File: src/rtl/mac_pkg.sv
// Shared types and accumulator-bound helpers for the multiply-accumulate engine.
package mac_pkg;

  typedef enum logic {
    OVF_WRAP = 1'b0,
    OVF_SAT  = 1'b1
  } ovf_mode_t;

  localparam int MAC_MAX_W = 64;

  // Largest representable accumulator value at width w (low w bits are meaningful).
  function automatic logic [MAC_MAX_W-1:0] acc_max(input int w, input bit sgn);
    if (sgn) return (64'd1 << (w - 1)) - 64'd1;
    return (64'd1 << w) - 64'd1;
  endfunction

  // Smallest representable accumulator value at width w, two's complement in the low w bits.
  function automatic logic [MAC_MAX_W-1:0] acc_min(input int w, input bit sgn);
    if (sgn) return ~((64'd1 << (w - 1)) - 64'd1);
    return '0;
  endfunction

endpackage

File: src/rtl/mac_acc_if.sv
// Streaming bus of the MAC engine: operand side in, accumulator side out.
interface mac_acc_if #(
  parameter int IN_W  = 8,
  parameter int ACC_W = 20
);
  logic [IN_W-1:0]  a;
  logic [IN_W-1:0]  b;
  logic             valid_in;
  logic             clear_acc;
  logic [ACC_W-1:0] f;
  logic             valid_out;
  logic             overflow;

  modport master (output a, b, valid_in, clear_acc, input f, valid_out, overflow);
  modport slave  (input a, b, valid_in, clear_acc, output f, valid_out, overflow);
endinterface

File: src/rtl/mac_sat_add.sv
// Accumulate adder with overflow detection and optional clamping to the crossed bound.
module mac_sat_add
  import mac_pkg::*;
#(
  parameter int ACC_W  = 20,
  parameter int SIGNED = 0,
  parameter int SAT    = 0
) (
  input  logic [ACC_W-1:0] base,
  input  logic [ACC_W:0]   product,
  output logic [ACC_W-1:0] sum,
  output logic             ovf
);

  localparam ovf_mode_t        MODE = (SAT != 0) ? OVF_SAT : OVF_WRAP;
  localparam logic [ACC_W-1:0] HI   = ACC_W'(acc_max(ACC_W, SIGNED != 0));
  localparam logic [ACC_W-1:0] LO   = ACC_W'(acc_min(ACC_W, SIGNED != 0));

  logic [ACC_W:0] base_ext;
  logic [ACC_W:0] raw;

  // The extra top bit holds the true sum; signed overflow shows as disagreement with the MSB.
  always_comb begin
    base_ext = {(SIGNED != 0) ? base[ACC_W-1] : 1'b0, base};
    raw      = base_ext + product;
    ovf      = (SIGNED != 0) ? (raw[ACC_W] ^ raw[ACC_W-1]) : raw[ACC_W];
    sum      = raw[ACC_W-1:0];
    if (ovf && (MODE == OVF_SAT)) begin
      sum = ((SIGNED != 0) && raw[ACC_W]) ? LO : HI;
    end
  end

endmodule

File: src/rtl/mac_acc.sv
// Multiply-accumulate engine: input register, optional product register, accumulate stage.
module mac_acc
  import mac_pkg::*;
#(
  parameter int IN_W      = 8,
  parameter int ACC_W     = 20,
  parameter int SIGNED    = 0,
  parameter int MULT_PIPE = 0,
  parameter int SAT       = 0
) (
  input  logic      clk,
  input  logic      reset,
  mac_acc_if.slave  bus
);

  localparam int PW = 2 * IN_W;

  logic [IN_W-1:0]  a_reg;
  logic [IN_W-1:0]  b_reg;
  logic             valid_s1_reg;
  logic             clear_s1_reg;
  logic [PW-1:0]    a_ext;
  logic [PW-1:0]    b_ext;
  logic [PW-1:0]    prod_full;
  logic [ACC_W:0]   prod_ext;
  logic [ACC_W:0]   prod_acc;
  logic             acc_valid;
  logic             acc_clear;
  logic [ACC_W-1:0] base;
  logic [ACC_W-1:0] sum;
  logic             add_ovf;
  logic [ACC_W-1:0] f_reg;
  logic             valid_out_reg;
  logic             ovf_reg;

  always_ff @(posedge clk or negedge reset) begin
    if (!reset) begin
      a_reg        <= '0;
      b_reg        <= '0;
      valid_s1_reg <= 1'b0;
      clear_s1_reg <= 1'b0;
    end else begin
      a_reg        <= bus.a;
      b_reg        <= bus.b;
      valid_s1_reg <= bus.valid_in;
      clear_s1_reg <= bus.clear_acc;
    end
  end

  // Operands are widened to product width first so the low 2*IN_W bits are exact in either mode.
  generate
    if (SIGNED != 0) begin : g_signed
      assign a_ext    = {{IN_W{a_reg[IN_W-1]}}, a_reg};
      assign b_ext    = {{IN_W{b_reg[IN_W-1]}}, b_reg};
      assign prod_ext = {{(ACC_W + 1 - PW){prod_full[PW-1]}}, prod_full};
    end else begin : g_unsigned
      assign a_ext    = {{IN_W{1'b0}}, a_reg};
      assign b_ext    = {{IN_W{1'b0}}, b_reg};
      assign prod_ext = {{(ACC_W + 1 - PW){1'b0}}, prod_full};
    end
  endgenerate

  assign prod_full = a_ext * b_ext;

  generate
    if (MULT_PIPE != 0) begin : g_pipe
      logic [ACC_W:0] prod_s2_reg;
      logic           valid_s2_reg;
      logic           clear_s2_reg;

      always_ff @(posedge clk or negedge reset) begin
        if (!reset) begin
          prod_s2_reg  <= '0;
          valid_s2_reg <= 1'b0;
          clear_s2_reg <= 1'b0;
        end else begin
          prod_s2_reg  <= prod_ext;
          valid_s2_reg <= valid_s1_reg;
          clear_s2_reg <= clear_s1_reg;
        end
      end

      assign prod_acc  = prod_s2_reg;
      assign acc_valid = valid_s2_reg;
      assign acc_clear = clear_s2_reg;
    end else begin : g_direct
      assign prod_acc  = prod_ext;
      assign acc_valid = valid_s1_reg;
      assign acc_clear = clear_s1_reg;
    end
  endgenerate

  assign base = acc_clear ? '0 : f_reg;

  mac_sat_add #(
    .ACC_W  (ACC_W),
    .SIGNED (SIGNED),
    .SAT    (SAT)
  ) u_add (
    .base    (base),
    .product (prod_acc),
    .sum     (sum),
    .ovf     (add_ovf)
  );

  // A clear-bearing token restarts the sticky flag from its own add only.
  always_ff @(posedge clk or negedge reset) begin
    if (!reset) begin
      f_reg         <= '0;
      valid_out_reg <= 1'b0;
      ovf_reg       <= 1'b0;
    end else begin
      valid_out_reg <= acc_valid;
      if (acc_valid) begin
        f_reg   <= sum;
        ovf_reg <= add_ovf | (ovf_reg & ~acc_clear);
      end else if (acc_clear) begin
        f_reg   <= '0;
        ovf_reg <= 1'b0;
      end
    end
  end

  assign bus.f         = f_reg;
  assign bus.valid_out = valid_out_reg;
  assign bus.overflow  = ovf_reg;

endmodule
File: src/flat_wrapper.sv
// flat-port wrapper written by rule: the top's interface ports become plain ports
module mac_acc_flat import mac_pkg::*;
#(
  parameter int IN_W      = 8,
  parameter int ACC_W     = 20,
  parameter int SIGNED    = 0,
  parameter int MULT_PIPE = 0,
  parameter int SAT       = 0
)
  (clk, reset, bus_a, bus_b, bus_valid_in, bus_clear_acc, bus_f, bus_valid_out, bus_overflow);
  mac_acc_if #(.IN_W(IN_W), .ACC_W(ACC_W)) bus_i ();
  input  logic clk;
  input  logic reset;
  input wire logic [$bits(bus_i.a)-1:0] bus_a;
  input wire logic [$bits(bus_i.b)-1:0] bus_b;
  input wire logic [$bits(bus_i.valid_in)-1:0] bus_valid_in;
  input wire logic [$bits(bus_i.clear_acc)-1:0] bus_clear_acc;
  output wire logic [$bits(bus_i.f)-1:0] bus_f;
  output wire logic [$bits(bus_i.valid_out)-1:0] bus_valid_out;
  output wire logic [$bits(bus_i.overflow)-1:0] bus_overflow;
  assign bus_i.a = bus_a;
  assign bus_i.b = bus_b;
  assign bus_i.valid_in = bus_valid_in;
  assign bus_i.clear_acc = bus_clear_acc;
  assign bus_f = bus_i.f;
  assign bus_valid_out = bus_i.valid_out;
  assign bus_overflow = bus_i.overflow;
  mac_acc #(.IN_W(IN_W), .ACC_W(ACC_W), .SIGNED(SIGNED), .MULT_PIPE(MULT_PIPE), .SAT(SAT)) u_core (.clk(clk), .reset(reset), .bus(bus_i));
endmodule
File: config.mk
export PLATFORM = sky130hd
export DESIGN_NAME = mac_acc_flat
export DESIGN_NICKNAME = d
export VERILOG_FILES = /design/src/rtl/mac_pkg.sv /design/src/rtl/mac_acc_if.sv /design/src/rtl/mac_sat_add.sv /design/src/rtl/mac_acc.sv /design/src/flat_wrapper.sv
export SDC_FILE = /design/constraint.sdc
export NUM_CORES = 1
export LEC_CHECK = 0
export BUFFER_PORTS_ARGS = -buffer_cell sky130_fd_sc_hd__buf_2
export CORE_ASPECT_RATIO = 1.75
export CORE_MARGIN = 5
export CORE_UTILIZATION = 30
export DETAILED_ROUTE_END_ITERATION = 8
export GPL_ROUTABILITY_DRIVEN = 0
export GPL_TIMING_DRIVEN = 1
export SKIP_CTS_REPAIR_TIMING = 1
export SLEW_MARGIN = 0
export SYNTH_ARGS = -nofsm -noshare
export SYNTH_HDL_FRONTEND = slang
export SYNTH_SLANG_ARGS = --single-unit
File: constraint.sdc
create_clock -name clk -period 9.1 [get_ports clk]
set_input_delay 1.365 -clock clk [delete_from_list [all_inputs] [get_ports clk]]
set_output_delay 1.365 -clock clk [all_outputs]
set_load 0.005 [all_outputs]
==> flow_metrics.tcl <==
set metrics [dict create \
    outcome "complete, no violations" \
    syn-cell-area_mm2 0.00415 \
    hold_path_end "u_core.bus.overflow" \
    clockRootBuffer "clkbuf_16" \
    overflow 0 \
    slew_headroom 0.363 \
    antenna_found_initial 0 \
    final_nets 590 \
    ys_top_cells_by_area "dfrtp_1 24%, fa_1 24%, ha_1 12%, inv_1 8.0%, and2_1 6.3%" \
    drt_drc_violations_left 0 \
    crit_fanout 14 \
    fin_util 0.341 \
    synth_edf_count 0 \
    yosysWarnings 0 \
    die_w_um 98.9 \
    antenna_cells 0 \
    p_comb_frac 0.651 \
    min_path_type "reg -> reg" \
    rsz0062_at_grt "no" \
    synth.top_cells.by_count "88 x inv_1, 51 x nand2_1, 50 x fa_1" \
    holdCritStartpoint "u_core.bus.overflow" \
    r2r_end "u_core.bus.f[12]" \
    p_sw_mw 0.610 \
    worstSetupEndpointType "register" \
    ir_drop_mv 0.136 \
    clk_latency_ns 0.29 \
    grt_pass1_vias 3592 \
    yosysTopAreaCell "dfrtp_1" \
    clk_pin_slew_worst_paths_ns 0.06 \
    routed_wl_um 10900 \
    cts_tree "yes" \
    clock_path_buffers 2 \
    critPathArrivalTime_ns 5.23 \
    ant_nets 0 \
    synth_xor_area_frac 0.0190 \
    yosys-mux-area-fraction 0.0205 \
    critPathLaunchType "register" \
    synth-compound-area-share 0.100 \
    path_class "reg -> reg" \
    switching_share 0.465 \
    max_clock_freq_ghz 0.198 \
    ys_types 42 \
    crit_family "adder cells" \
    internal-power_mw 0.701 \
    p_clk_frac 0.157 \
    vias 3144 \
    finalCriticalPeriod_ns 5.05 \
    cts_sinks 40 \
    pwr_density_cell_mw_per_mm2 280 \
    grt_max_degree 41 \
    rrSetupSlack_ns 4.05 \
    cp_num_buf_inv 4 \
    rows 57 \
    synth_simple_gate_area_frac 0.159 \
    fin_crit_sh 0.555 \
    synth_top_family_by_area "adder cells" \
    drive_gt1_frac 0.117 \
    drtPass1Iterations 4 \
    grt_pass1_wl_um 18100 \
    largest_reg_flops 20 \
    yosysSeqAreaShare 0.241 \
    async_flop_share 1.00 \
    htreeDepth 2 \
    hold_path_depth 1 \
    tightest_slew_ns 0.955 \
    ys_ff_latch 40 \
    initial_core_util 0.302 \
    netlist_instances 441 \
    critPathMaxStageDelay_ns 0.54 \
    fin_tns_setup_ns 0 \
    yosys_most_used_dff "dfrtp_1" \
    maxCapViolCount 0 \
    io_buffers 41 \
    die-area_mm2 0.0164 \
    syn-mean-instance-area_um2 9.42 \
    dp_hpwl_um 8970 \
    wl_per_cell_um 16.6 \
    area.growth.synth_to_final_pct 12.9 \
    synthAdderAreaFrac 0.365 \
    yosysMostFrequentCell "inv_1" \
    drv_slew 0 \
    syn-num-nets 552 \
    skew_ns 0.00328 \
    critPathRequiredTime_ns 9.28 \
    die_h_um 166 \
    hold_violations 0 \
    netlist.area_leader.share 0.241 \
    drt_iter0_drc 90 \
    cts-buffers-inserted 5 \
    p_leak_nw 2.40 \
    crit_slowest_cell "dfrtp_1" \
    viasPerCell 4.79 \
    cp_cell_sequence "inv_1 > nand2_1 > fa_1 > inv_1 > fa_1 > fa_1 > inv_1 > fa_1 > inv_1 > ha_1 > o211ai_1 > o21ai_0 > a21oi_1 > xnor2_1 > mux2_2" \
    setup_viol 0 \
    pwr-share-seq 0.192 \
    r2r_cells 15 \
    core_mm2 0.0138 \
    grt.total_usage 0.142 \
    io_pins 42 \
    reg2reg_from "u_core.acc_clear" \
]
[worst reg2reg max path: cells and delay by family, from the launching register on]
kind | cells | cell delay [ns]
buf+inv | 4 | 0.65
mux | 1 | 0.26
xor+xnor | 1 | 0.17
fa+ha+maj | 5 | 2.39
compound gates | 3 | 0.76
flops | 1 | 0.54
simple gates | 1 | 0.18
[cells in the final DEF, fill, tap and decap left out, types with 5 or more instances in the layout]
master and instances:
a21oi_1 19, and2_1 42, buf_2 41, clkbuf_16 5
dfrtp_1 40, fa_1 50, ha_1 41, inv_1 88
nand2_1 51, nor2_1 7, nor2b_1 10, nor3_1 6
o211ai_1 6, o21ai_0 14, xnor2_1 5
[per-stage QoR]
stage | cells | cell area (µm²) | total power [mW] | setup WS [ns] | hold slack (ns)
6_report | 657 | 4690 | 1.31 | 4.05 | 0.514
5_1_grt | 657 | 4690 | 1.46 | 3.73 | 0.552
4_1_cts | 657 | 4690 | 1.33 | 4.03 | 0.524
3_5_place_dp | 649 | 4530 | 1.11 | 4.06 | 0.510
3_3_place_gp | 649 | 4530 | 1.09 | 4.17 | 0.486
2_1_floorplan | 441 | 4150 | 0.890 | 4.68 | 0.426
[per-layer routing]
layer | global-route usage | part of all wire
met1 | 0.129 | 0.32
met2 | 0.277 | 0.59
met3 | 0.0177 | 0.020
met4 | 0.0993 | 0.070
met5 | 0 | 0
[power by group through the flow]
| stage | Clock, mW | Sequential (mW) | Combinational [mW] |
|---|---|---|---|
| 3_5_place_dp | 0 | 0.255 | 0.856 |
| 2_1_floorplan | 0 | 0.241 | 0.649 |
| 4_1_cts | 0.210 | 0.252 | 0.863 |
| 3_3_place_gp | 0 | 0.257 | 0.836 |
| 6_report | 0.206 | 0.251 | 0.854 |
| 5_1_grt | 0.215 | 0.256 | 0.987 |
[how the worst max path moves through the flow]
stage,from,to,slack (ns),cells after the start
after floorplan,u_core.acc_clear,u_core.bus.f[15],4.68,15
after global placement,u_core.acc_clear,u_core.bus.f[17],4.17,17
after detailed placement,u_core.acc_clear,u_core.bus.f[17],4.06,17
after CTS,u_core.acc_clear,u_core.bus.f[17],4.03,17
after global routing,u_core.acc_clear,u_core.bus.f[17],3.73,17
final,u_core.acc_clear,u_core.bus.f[12],4.05,15
[cells by family after synthesis]
family	count (synthesis)
xor gates and xnor gates	9
and+or+nand+nor	129
AOI/OAI and AO/OA	64
DFF	40
buffers and inverters	100
adders and majority gates	91
muxes	8
[area by class of cell]
type / count / area (µm²)
Fill cell: 1395 / 9070
Inverter: 89 / 334
Multi-Input combinational cell: 301 / 2760
Clock buffer: 6 / 129
Timing Repair Buffer: 42 / 213
Tap cell: 177 / 221
Sequential cell: 40 / 1000
Clock inverter: 2 / 35.0
Power figures use the tool's default switching activity.
